===== config.mk =====
export PLATFORM = sky130hd
export DESIGN_NAME = por_reset_sequencer
export DESIGN_NICKNAME = d
export VERILOG_FILES = /design/src/rtl/por_reset_sequencer.sv
export SDC_FILE = /design/constraint.sdc
export NUM_CORES = 1
export LEC_CHECK = 0
export BUFFER_PORTS_ARGS = -buffer_cell sky130_fd_sc_hd__buf_2
export CAP_MARGIN = 15
export CORE_AREA = 2 2 55 57
export DETAILED_ROUTE_END_ITERATION = 16
export DIE_AREA = 0 0 57 59
export PLACE_DENSITY_LB_ADDON = 0.2
export SYNTH_ARGS = -nofsm -noshare
export SYNTH_HDL_FRONTEND = slang
export SYNTH_SLANG_ARGS = --single-unit

===== constraint.sdc =====
create_clock -name clock -period 2.4 [get_ports clock]
set_input_delay 0.12 -clock clock [delete_from_list [all_inputs] [get_ports clock]]
set_output_delay 0.12 -clock clock [all_outputs]
set_load 0.005 [all_outputs]

===== src/rtl/por_reset_sequencer.sv =====
// Purpose: turns the async pad-ring power-good level into clean, staggered core/user resets.
// Latency: rst_core releases SYNC_STAGES+FILT_CYCLES+HOLD_CYCLES-1 edges after por_l rises; rst_user STAGGER_CYCLES later.
// Backpressure: none; a control-plane block with level inputs and registered level outputs.
module por_reset_sequencer #(
    parameter int SYNC_STAGES    = 2,
    parameter int FILT_CYCLES    = 16,
    parameter int HOLD_CYCLES    = 1024,
    parameter int STAGGER_CYCLES = 64,
    parameter int CNT_W          = 11
) (
    input  logic clock,
    input  logic reset,
    input  logic por_l,
    input  logic force_rst,
    input  logic clr_flag,
    output logic rst_core,
    output logic rst_user,
    output logic por_ok,
    output logic brownout_flag
);

    // Largest terminal count any phase needs; the shared counters must reach it.
    localparam int MAX_CYCLES =
        (FILT_CYCLES > HOLD_CYCLES)
            ? ((FILT_CYCLES > STAGGER_CYCLES) ? FILT_CYCLES : STAGGER_CYCLES)
            : ((HOLD_CYCLES > STAGGER_CYCLES) ? HOLD_CYCLES : STAGGER_CYCLES);

    // Refuse to elaborate with a configuration that cannot work.
    if (SYNC_STAGES < 2) begin : g_bad_sync
        $error("por_reset_sequencer: SYNC_STAGES must be at least 2");
    end
    if (FILT_CYCLES < 1 || HOLD_CYCLES < 1 || STAGGER_CYCLES < 1) begin : g_bad_cycles
        $error("por_reset_sequencer: cycle counts must be at least 1");
    end
    if (MAX_CYCLES > (2 ** CNT_W) - 1) begin : g_bad_cnt_w
        $error("por_reset_sequencer: CNT_W too small for the largest cycle count");
    end

    // Terminal values: a phase ends on the edge where the counter already holds N-1.
    localparam logic [CNT_W-1:0] FILT_LAST = CNT_W'(FILT_CYCLES - 1);
    localparam logic [CNT_W-1:0] HOLD_LAST = CNT_W'(HOLD_CYCLES - 1);
    localparam logic [CNT_W-1:0] STAG_LAST = CNT_W'(STAGGER_CYCLES - 1);
    localparam logic [CNT_W-1:0] CNT_ONE   = CNT_W'(1);

    typedef enum logic [2:0] {
        ST_IDLE    = 3'd0,
        ST_FILTER  = 3'd1,
        ST_HOLD    = 3'd2,
        ST_STAGGER = 3'd3,
        ST_RUN     = 3'd4
    } state_t;

    logic [SYNC_STAGES-1:0] sync_q;
    logic                   por_s;

    state_t           state_q, state_d;
    logic [CNT_W-1:0] cnt_q, cnt_d;
    logic [CNT_W-1:0] dcnt_q, dcnt_d;
    logic             rst_core_q, rst_core_d;
    logic             rst_user_q, rst_user_d;
    logic             por_ok_q, por_ok_d;
    logic             flag_q, flag_d;

    logic in_watch;
    logic drop_hit;

    // Bring the async power-good level into the clock domain; only the last stage is trusted.
    always_ff @(posedge clock or posedge reset) begin
        if (reset) begin
            sync_q <= '0;
        end else begin
            sync_q <= {sync_q[SYNC_STAGES-2:0], por_l};
        end
    end

    assign por_s = sync_q[SYNC_STAGES-1];

    // Once hold-off has begun, a sustained low on por_s is a brownout.
    assign in_watch = (state_q == ST_HOLD) || (state_q == ST_STAGGER) || (state_q == ST_RUN);
    assign drop_hit = in_watch && !por_s && (dcnt_q >= FILT_LAST);

    // Sequencer state, counters and registered outputs.
    always_ff @(posedge clock or posedge reset) begin
        if (reset) begin
            state_q    <= ST_IDLE;
            cnt_q      <= '0;
            dcnt_q     <= '0;
            rst_core_q <= 1'b1;
            rst_user_q <= 1'b1;
            por_ok_q   <= 1'b0;
            flag_q     <= 1'b0;
        end else begin
            state_q    <= state_d;
            cnt_q      <= cnt_d;
            dcnt_q     <= dcnt_d;
            rst_core_q <= rst_core_d;
            rst_user_q <= rst_user_d;
            por_ok_q   <= por_ok_d;
            flag_q     <= flag_d;
        end
    end

    // Next-state and next-output logic: force_rst beats the drop filter, which beats normal sequencing.
    always_comb begin
        state_d    = state_q;
        cnt_d      = cnt_q;
        rst_core_d = rst_core_q;
        rst_user_d = rst_user_q;
        por_ok_d   = por_ok_q;
        // A brownout detected in the same cycle as clr_flag must survive, so set is applied after clear.
        flag_d     = flag_q & ~clr_flag;

        // Drop counter only runs while watching for brownout; any high sample restarts it.
        if (in_watch && !por_s) begin
            dcnt_d = dcnt_q + CNT_ONE;
        end else begin
            dcnt_d = '0;
        end

        if (force_rst) begin
            state_d    = ST_IDLE;
            cnt_d      = '0;
            dcnt_d     = '0;
            rst_core_d = 1'b1;
            rst_user_d = 1'b1;
            por_ok_d   = 1'b0;
        end else if (drop_hit) begin
            state_d    = ST_IDLE;
            cnt_d      = '0;
            dcnt_d     = '0;
            rst_core_d = 1'b1;
            rst_user_d = 1'b1;
            por_ok_d   = 1'b0;
            flag_d     = 1'b1;
        end else begin
            case (state_q)
                ST_IDLE: begin
                    rst_core_d = 1'b1;
                    rst_user_d = 1'b1;
                    por_ok_d   = 1'b0;
                    // The sample that triggers the move already counts toward the filter.
                    if (por_s) begin
                        state_d = ST_FILTER;
                        cnt_d   = CNT_ONE;
                    end
                end
                ST_FILTER: begin
                    if (!por_s) begin
                        state_d = ST_IDLE;
                        cnt_d   = '0;
                    end else if (cnt_q >= FILT_LAST) begin
                        state_d = ST_HOLD;
                        cnt_d   = '0;
                    end else begin
                        cnt_d = cnt_q + CNT_ONE;
                    end
                end
                ST_HOLD: begin
                    if (cnt_q >= HOLD_LAST) begin
                        state_d    = ST_STAGGER;
                        cnt_d      = '0;
                        rst_core_d = 1'b0;
                    end else begin
                        cnt_d = cnt_q + CNT_ONE;
                    end
                end
                ST_STAGGER: begin
                    rst_core_d = 1'b0;
                    if (cnt_q >= STAG_LAST) begin
                        state_d    = ST_RUN;
                        cnt_d      = '0;
                        rst_user_d = 1'b0;
                        por_ok_d   = 1'b1;
                    end else begin
                        cnt_d = cnt_q + CNT_ONE;
                    end
                end
                ST_RUN: begin
                    rst_core_d = 1'b0;
                    rst_user_d = 1'b0;
                    por_ok_d   = 1'b1;
                end
                default: begin
                    state_d    = ST_IDLE;
                    cnt_d      = '0;
                    dcnt_d     = '0;
                    rst_core_d = 1'b1;
                    rst_user_d = 1'b1;
                    por_ok_d   = 1'b0;
                end
            endcase
        end
    end

    assign rst_core      = rst_core_q;
    assign rst_user      = rst_user_q;
    assign por_ok        = por_ok_q;
    assign brownout_flag = flag_q;

endmodule


==> impl_metrics.json <==
{
  "area_delta_synth_final_pct": 15.1,
  "post_drt_wl_per_cell_um": 13.9,
  "h-tree-depth": 2,
  "die_h_um": 59,
  "fin_tns_setup_ns": 0,
  "synth_simple_gate_area_frac": 0.231,
  "place_ws_ns": 0.241,
  "cp_max_fo": 17,
  "antenna_left": 0,
  "ir_worst_vdd_v": 0.000553,
  "crit_type": "register to register",
  "numCtsBuffers": 5,
  "start_kind": "register",
  "cts_sinks": 31,
  "slew_violations": 0,
  "drive_gt1_frac": 0.199,
  "timing.final.ws_setup_ns": 0.180,
  "fmax_mhz": 451,
  "cts_tree": "built",
  "core_um2": 2710,
  "cts-root-buf": "clkbuf_4",
  "synth_xor_area_frac": 0.0114,
  "synthMuxAreaShare": 0.00649,
  "dp_hpwl_mm": 2.13,
  "place.gp.congestion": 0.856,
  "io_buffers": 8,
  "r2r_slack_ns": 0.18,
  "antenna_found_initial": 0,
  "clock_skew_ns": 0.0110,
  "vias": 1215,
  "clk_pin_slew_worst_paths_ns": 0.10,
  "via_per_inst": 5.73,
  "post-route-min-period_ns": 2.22,
  "dp.cells": 201,
  "yosysSeqAreaShare": 0.505,
  "dpl_cell_area_um2": 1670,
  "gr-total-overflow": 0,
  "dr.pass1.iters": 4,
  "hp-class": "input port to register",
  "rows": 19,
  "synth_warnings": 0,
  "drc_errors": 0,
  "grt_max_degree": 32,
  "synth_fa_ha_area_frac": 0.0162,
  "start_util": 0.569,
  "fin_cells": 212,
  "grt_pass1_wl_mm": 5.09,
  "finalInstanceArea_um2": 1770,
  "power_density_nw_per_um2": 595,
  "syn_inst": 152,
  "status": "complete, no violations",
  "power_leakage_nw": 0.746,
  "num_antenna_cells": 0,
  "cts_buffer_depth": 2,
  "dieArea_um2": 3360,
  "worstSetupEndpointType": "register",
  "clock_latency_ns": 0.34,
  "die_w_um": 57,
  "required_ns": 2.66,
  "rsz0062_at_grt": "false",
  "synthesis.area_um2": 1540,
  "setup_viol": 0,
  "postRouteWirelength_mm": 2.95,
  "synth.distinct_cells": 49,
  "grt_pass1_vias": 1178,
  "num-nets-final": 187,
  "arrival_ns": 2.48,
  "drv_cap": 0,
  "drt_iter0_drc": 44,
  "final_hold_viol_count": 0,
  "io_pins": 9,
  "syn_avg_cell_area_um2": 10.1,
  "fin_crit_sh": 0.925,
  "final_util": 0.655,
  "cts_resized": 0,
  "synth-compound-area-share": 0.188,
  "synth_top_family_by_area": "simple AND/OR/NAND/NOR gates",
  "grt_use_total": 0.203,
  "synth_seq_cells": 31
}
## flip-flops by register name, summed over array words and instances (netlist names)
signal,flops
state_q,3
dcnt_q,11
brownout_flag,1
rst_user,1
rst_core,1
sync_q,2
por_ok,1
cnt_q,11
## worst paths after layout
kind / startpoint / end / depth (start not counted)
min reg2reg: sync_q[0]$_DFF_PP0_ / sync_q[1]$_DFF_PP0_ / 0
min: force_rst / brownout_flag$_DFF_PP0_ / 2
max reg2reg: state_q[1]$_DFFE_PP0P_ / cnt_q[5]$_DFFE_PP0P_ / 6
max in group asynchronous: reset / rst_core$_DFFE_PP1P_ / 4
min in group asynchronous: reset / brownout_flag$_DFF_PP0_ / 4
max: state_q[1]$_DFFE_PP0P_ / cnt_q[5]$_DFFE_PP0P_ / 6
## critical path: stages (launching register included)
cell and delay [ns]:
dfrtp_1 0.50, or3b_4 0.45, a21oi_4 0.26, a2111oi_4 0.11, buf_4 0.20, or4_1 0.48
a21oi_1 0.16
## area by class of cell
| cell class | count | area, µm² |
|---|---|---|
| multi-input combinational | 115 | 724 |
| timing repair buffer | 19 | 130 |
| clock buffer | 7 | 65.1 |
| fill | 231 | 936 |
| clock inverter | 1 | 7.51 |
| inverter | 8 | 30.0 |
| sequential | 31 | 778 |
| tap | 31 | 38.8 |
## through the flow
stage | hold WS [ns] | total power, W
2_1_floorplan | 0.151 | 0.000666
3_3_place_gp | 0.207 | 0.000706
3_5_place_dp | 0.212 | 0.000711
4_1_cts | 0.0441 | 0.00107
5_1_grt | 0.0369 | 0.00111
6_report | 0.0583 | 0.00106
## timing repair
action | in CTS | in global routing
setup buffers | 0 | 0
endpoints found under the hold margin | 31 | 0
hold buffers | 3 | 0
## kinds of logic after synthesis
family	count (synthesis)
and+or+nand+nor	64
xor gates and xnor gates	2
muxes	1
DFF	31
buffers and inverters	12
AOI/OAI and AO/OA	39
adders and majority gates	2
other	1
## routing by layer
layer	routed length, µm	track usage
met1	1290	0.251
met5	0	0
met4	82	0.106
met2	1420	0.325
met3	161	0.0590
## where the power goes
part           internal, W  switching, W  total [W]  leakage, nW
registers         0.000542     0.0000250   0.000567        0.403
clock network     0.000171      0.000181   0.000352       0.0375
logic            0.0000588     0.0000788   0.000138        0.306
## cells in the mapped netlist (all sizes together)
master / n / share of area
buf: 4 / 0.020
a2111oi: 2 / 0.024
nor4bb: 1 / 0.0065
a21oi: 15 / 0.058
dfstp: 2 / 0.034
a211oi: 1 / 0.0049
nand4: 3 / 0.012
or3b: 1 / 0.0073
nand2: 14 / 0.034
nor2: 14 / 0.034
nand3: 6 / 0.019
inv: 8 / 0.019
and2b: 1 / 0.0057
and3: 1 / 0.0049
xnor2: 1 / 0.0057
ha: 2 / 0.016
and3b: 1 / 0.0057
nand2b: 1 / 0.0041
o21ai: 10 / 0.032
o211ai: 2 / 0.019
nor2b: 1 / 0.0041
conb: 1 / 0.0024
o221ai: 1 / 0.0057
or4: 2 / 0.0097
o311ai: 1 / 0.0057
o311a: 1 / 0.0065
nor3: 4 / 0.016
nor4: 3 / 0.022
o22ai: 1 / 0.0041
xor2: 1 / 0.0057
and2: 1 / 0.0041
dfrtp: 29 / 0.47
o31ai: 2 / 0.013
o21a: 1 / 0.0049
or3: 9 / 0.037
mux2i: 1 / 0.0065
a21boi: 2 / 0.0097
nor3b: 1 / 0.0049
## placed cells by master (no fill, tap or decap), drive strengths merged, types with 2 or more instances in the layout
| cell type | n |
|---|---|
| o31ai | 2 |
| a21oi | 15 |
| dfrtp | 29 |
| nand4 | 3 |
| nor3 | 4 |
| o211ai | 2 |
| nand3 | 6 |
| a21boi | 2 |
| ha | 2 |
| a2111oi | 2 |
| conb | 7 |
| or3 | 9 |
| inv | 8 |
| nand2 | 14 |
| clkbuf | 7 |
| or4 | 2 |
| dlygate4sd3 | 3 |
| dfstp | 2 |
| nor4 | 3 |
| o21ai | 10 |
| nor2 | 14 |
| buf | 16 |
No activity file was read; power rests on OpenSTA's default activity.
